**src/rtl/fetch_stage.sv**
```systemverilog
// rtl/fetch_stage.sv - instruction fetch stage feeding the IF/ID register
// Owns the PC, keeps one imem request outstanding, buffers one instruction.
module fetch_stage #(
  parameter int                    DATA_WIDTH = 32,
  parameter int                    PC_WIDTH   = 32,
  parameter logic [PC_WIDTH-1:0]   RESET_PC   = '0,
  parameter logic [DATA_WIDTH-1:0] NOP_INSN   = DATA_WIDTH'(32'h0000_0013)
) (
  input  logic                  clk,
  input  logic                  rst,
  input  logic                  stall_i,
  input  logic                  redirect_i,
  input  logic [PC_WIDTH-1:0]   redirect_pc_i,
  output logic                  imem_req_o,
  output logic [PC_WIDTH-1:0]   imem_addr_o,
  input  logic                  imem_ready_i,
  input  logic                  imem_rvalid_i,
  input  logic [DATA_WIDTH-1:0] imem_rdata_i,
  output logic [DATA_WIDTH-1:0] ins_out,
  output logic [PC_WIDTH-1:0]   pc_out,
  output logic [PC_WIDTH-1:0]   pc_plus4_out,
  output logic                  valid_out,
  output logic                  ifid_en,
  output logic                  ifid_clr
);

  typedef enum logic [1:0] {S_REQ, S_WAIT, S_DROP} state_t;

  state_t                state_q, state_d;
  logic [PC_WIDTH-1:0]   pc_q, pc_d;
  logic [PC_WIDTH-1:0]   pc_out_q, pc_out_d;
  logic [PC_WIDTH-1:0]   pc4_q, pc4_d;
  logic [DATA_WIDTH-1:0] ins_q, ins_d;
  logic                  valid_q, valid_d;
  logic                  buf_free;
  logic [PC_WIDTH-1:0]   pc_inc;

  assign ifid_en      = (valid_q & ~stall_i) | redirect_i;
  assign ifid_clr     = redirect_i;
  assign buf_free     = ~valid_q | ifid_en;
  assign imem_req_o   = (state_q == S_REQ) & buf_free & ~redirect_i & rst;
  assign imem_addr_o  = pc_q;
  assign pc_inc       = pc_q + PC_WIDTH'(4);
  assign ins_out      = ins_q;
  assign pc_out       = pc_out_q;
  assign pc_plus4_out = pc4_q;
  assign valid_out    = valid_q;

  always_comb begin
    state_d  = state_q;
    pc_d     = pc_q;
    pc_out_d = pc_out_q;
    pc4_d    = pc4_q;
    ins_d    = ins_q;
    valid_d  = valid_q;
    if (redirect_i) begin
      pc_d    = {redirect_pc_i[PC_WIDTH-1:2], 2'b00};
      valid_d = 1'b0;
      ins_d   = NOP_INSN;
      // An in-flight response that has not arrived yet must be swallowed later.
      state_d = (state_q != S_REQ && !imem_rvalid_i) ? S_DROP : S_REQ;
    end else begin
      if (ifid_en) begin
        valid_d = 1'b0;
        ins_d   = NOP_INSN;
      end
      case (state_q)
        S_REQ: begin
          if (imem_req_o && imem_ready_i) state_d = S_WAIT;
        end
        S_WAIT: begin
          if (imem_rvalid_i && buf_free) begin
            state_d  = S_REQ;
            ins_d    = imem_rdata_i;
            pc_out_d = pc_q;
            pc4_d    = pc_inc;
            valid_d  = 1'b1;
            pc_d     = pc_inc;
          end
        end
        S_DROP: begin
          if (imem_rvalid_i) state_d = S_REQ;
        end
        default: state_d = S_REQ;
      endcase
    end
  end

  always_ff @(posedge clk) begin
    if (!rst) begin
      state_q  <= S_REQ;
      pc_q     <= RESET_PC;
      pc_out_q <= '0;
      pc4_q    <= '0;
      ins_q    <= NOP_INSN;
      valid_q  <= 1'b0;
    end else begin
      state_q  <= state_d;
      pc_q     <= pc_d;
      pc_out_q <= pc_out_d;
      pc4_q    <= pc4_d;
      ins_q    <= ins_d;
      valid_q  <= valid_d;
    end
  end

endmodule

```
**config.mk**
```make
export PLATFORM = sky130hd
export DESIGN_NAME = fetch_stage
export DESIGN_NICKNAME = d
export VERILOG_FILES = /design/src/rtl/fetch_stage.sv
export SDC_FILE = /design/constraint.sdc
export NUM_CORES = 1
export LEC_CHECK = 0
export ABC_CLOCK_PERIOD_IN_PS = 2500
export CAP_MARGIN = 5
export CORE_MARGIN = 2
export CORE_UTILIZATION = 45
export CTS_CLUSTER_DIAMETER = 150
export DETAILED_ROUTE_END_ITERATION = 7
export GPL_TIMING_DRIVEN = 0
export PLACE_DENSITY = 0.84
export SLEW_MARGIN = 20
export SYNTH_ARGS = -nofsm -noshare
export SYNTH_HDL_FRONTEND = slang
export SYNTH_SLANG_ARGS = --single-unit
```
**constraint.sdc**
```tcl
create_clock -name clk -period 2.5 [get_ports clk]
set_input_delay 0.5 -clock clk [delete_from_list [all_inputs] [get_ports clk]]
set_output_delay 0.5 -clock clk [all_outputs]
set_load 0.01 [all_outputs]
```
==> metrics.cfg <==
[synthesis]
synth_edf_count = 0
synthAdderAreaFrac_pct = 0.226
synth_cells = 669
synth_top_area_share_pct = 45.1
yosysUniqueCellTypes = 46
synth_top_family_by_area = simple AND/OR/NAND/NOR gates
ys.warnings.count = 0
synth_common_cells = dfxtp_1 (125), nand2_1 (117), a21oi_1 (72)
ys_ff_latch = 125
synth-xor-area-share_pct = 8.21
yosys.area.top_type = dfxtp_1
yosysSeqAreaShare_pct = 45.1
synth_area_um2 = 5540
synth-main-ff-cell = dfxtp_1
synth_compound_area_share_pct = 17.5
synth.avg_cell_area_um2 = 8.29
ys_top_cells_by_area = dfxtp_1 (45%), nand2_1 (7.9%), a21oi_1 (6.5%), nand3_1 (5.4%), xor2_1 (4.6%)
yosysMostFrequentCell = dfxtp_1
synthMuxAreaShare_pct = 0.361
yosys.area_share.simple_pct = 22.8
async_reset_ff_share_pct = 0

[critical_path]
critical_path.slowest_cell = clkdlybuf4s50_1
slowest_delay_ns = 0.51
cp.arrival_ns = 1.89
end_kind = primary output
cp_top_family = buffers and inverters
crit_buf_inv = 5
path_class = in2out
crit_top_cell = inv_1
cp_max_fo = 10
crit_chain = clkdlybuf4s50_1, inv_1, a21oi_4, clkbuf_8, inv_1, dlygate4sd2_1
startpoint = stall_i
crit_path_start_kind = input pin
required_ns = 2.00
timing.rr.start = imem_addr_o[8]

[die]
dieArea_um2 = 13200
die_h_um = 115
core_um2 = 12000
io_pins = 202
die_x_um = 115
rows = 40
start_util_pct = 46.2

[clocking]
clkSinkCount = 125
htree_num_levels = 4
cts_tree = yes
clock_path_buffers = 2
cts_made_buffers = 17
clk_root_buffer_cell = clkbuf_16
clk_latency_ns = 0.42
path_clk_slew_ns = 0.05

[detailed_routing]
via_per_inst = 5.43
routedWlPerCell_um = 17.1
first_pass_iters = 5
via_count = 5689
routed_wl_um = 17900
final_antenna_net_count = 0
drc = 0
drt-initial-drc-count = 409

[power_and_ir_drop]
p_switching_mw = 1.15
peakVddDrop_uv = 495
switching_share_pct = 23.1
power_leakage_nw = 2.96
powerDensity_nw_per_um2 = 597
power.share.sequential_pct = 42.3
combPwrFrac_pct = 9.8
clkPwrFrac_pct = 47.9
p_int_mw = 3.83

[timing]
tightest_slew_ns = 0.746
final_hold_viol_count = 0
setup_viol = 0
rsz0062_at_grt = no
slew_violations = 0
max_freq_mhz = 419
period_needed_ns = 2.39
skew_ns = 0.00653
finalSetupTns_ns = 0
whs_ns = 0.458
max_slew_margin_pct = 49.8
fin_crit_sh_pct = 95.5
finalWorstSetupSlack_ns = 0.112

[place]
pre_cts_ws_ns = -0.749
dp_hpwl_um = 12700
placed_cells = 1014
placed_area_um2 = 7680
place.gp.congestion = 0.836
port_buffers = 193

[run]
drv_cap = 0

[global_routing]
grt_max_degree = 17
grt-ovfl-total = 0
grt_use_total_pct = 27.2
grt_pass1_vias = 5375
antenna_found_initial = 0
grt_pass1_wl_um = 27900

[final_layout]
multi_input_area_um2 = 2790
seqCellArea_um2 = 2500
insertedDiodeCount = 0
fillers = 972
drive_above_1_share_pct = 8.44
areaGrowthSynthToFinish_pct = 50.3
fin_cells = 1047
fin_area_um2 = 8330
layout.nets = 959

[worst_hold_path]
min_from = pc_out[29]
hp-class = reg2reg

[outcome]
status = complete, no violations

-- worst reg2reg max path, delay by kind of cell (launching register included) --
family / cells / cell delay (ns)
DFF: 1 / 0.33
AOI/OAI and AO/OA: 1 / 0.09
xor gates and xnor gates: 1 / 0.21
and+or+nand+nor: 3 / 0.95
buffers and inverters: 2 / 0.46
-- power groups by stage --
stage               logic, mW  clock network, mW  registers (mW)
floorplan               0.192                  0            2.15
CTS                     0.483               2.41            2.10
global route            0.523               2.50            2.11
detailed placement      0.471                  0            2.14
finish                  0.487               2.38            2.10
global placement        0.469                  0            2.14
-- through the flow --
| stage | utilization, % | power [mW] |
|---|---|---|
| finish | 69.4 | 4.97 |
| CTS | 69.1 | 4.99 |
| global placement | 63.9 | 2.61 |
| global route | 69.4 | 5.13 |
| floorplan | - | 2.34 |
| detailed placement | 63.9 | 2.61 |
-- timing repair --
action                     4_1_cts  5_1_grt
hold buffers                     0        0
pin swaps                        0        1
buffers inserted                 0        2
resized for setup               17        8
setup endpoints to repair        2       16
-- cell type report --
cell class	count	share of cell area (%)
clock buffers	23	5.74
well taps	147	2.21
plain buffers	63	3.75
multi-input cells	480	33.5
flip-flops and latches	125	30.0
inverters	6	0.285
clock inverters	8	1.08
repair buffers	195	23.4
-- cell usage in the layout (no fill, tap or decap), types with 3 or more instances in the layout --
master / count
xor2_1: 29
clkbuf_8: 4
a31oi_1: 4
buf_4: 9
nand4_1: 13
nor2_1: 10
nor3_1: 10
buf_2: 18
dfxtp_1: 125
nand3_1: 60
or4_1: 3
o21ai_0: 49
clkbuf_1: 31
clkinv_2: 7
o211a_1: 7
nand2_1: 116
and2_1: 5
clkdlybuf4s50_1: 190
a21boi_0: 31
buf_1: 5
a21oi_1: 71
xnor2_1: 23
and3_1: 4
conb_1: 6
inv_1: 5
clkbuf_16: 17
nor2b_1: 3
or3_1: 3
o21ai_1: 4
-- final timing paths --
check	depth (start not counted)	to	slack, ns
worst min register to register	2	pc_out[29]	0.46
worst max register to register	7	pc_plus4_out[21]	0.31
worst max-delay path	6	ifid_en	0.11
worst min-delay path	2	pc_out[29]	0.46
-- cell families (layout without fill, tap and decap cells) --
logic type      count (synthesis)  in the layout
flops                         125            125
fa+ha+maj                       1              1
other cells                     1              6
buf+inv                        69            295
compound gates                169            169
simple gates                  250            250
mux                             2              2
xor+xnor                       52             52
-- metal layers --
metal / wire (um) / up-vias / GRT usage (%)
met3: 1280 / 51 / 7.06
met2: 8500 / 239 / 43.1
met1: 7470 / 2676 / 34.1
met5: 0 / - / 0
li1: - / 2723 / -
met4: 684 / 0 / 14.3
-- registers in the layout (all words and copies together), names as in the netlist --
register / flops
pc_out: 30
state_q: 2
valid_out: 1
pc_plus4_out: 30
ins_out: 32
imem_addr_o: 30
Note: power is estimated with default switching activity, not from simulation.
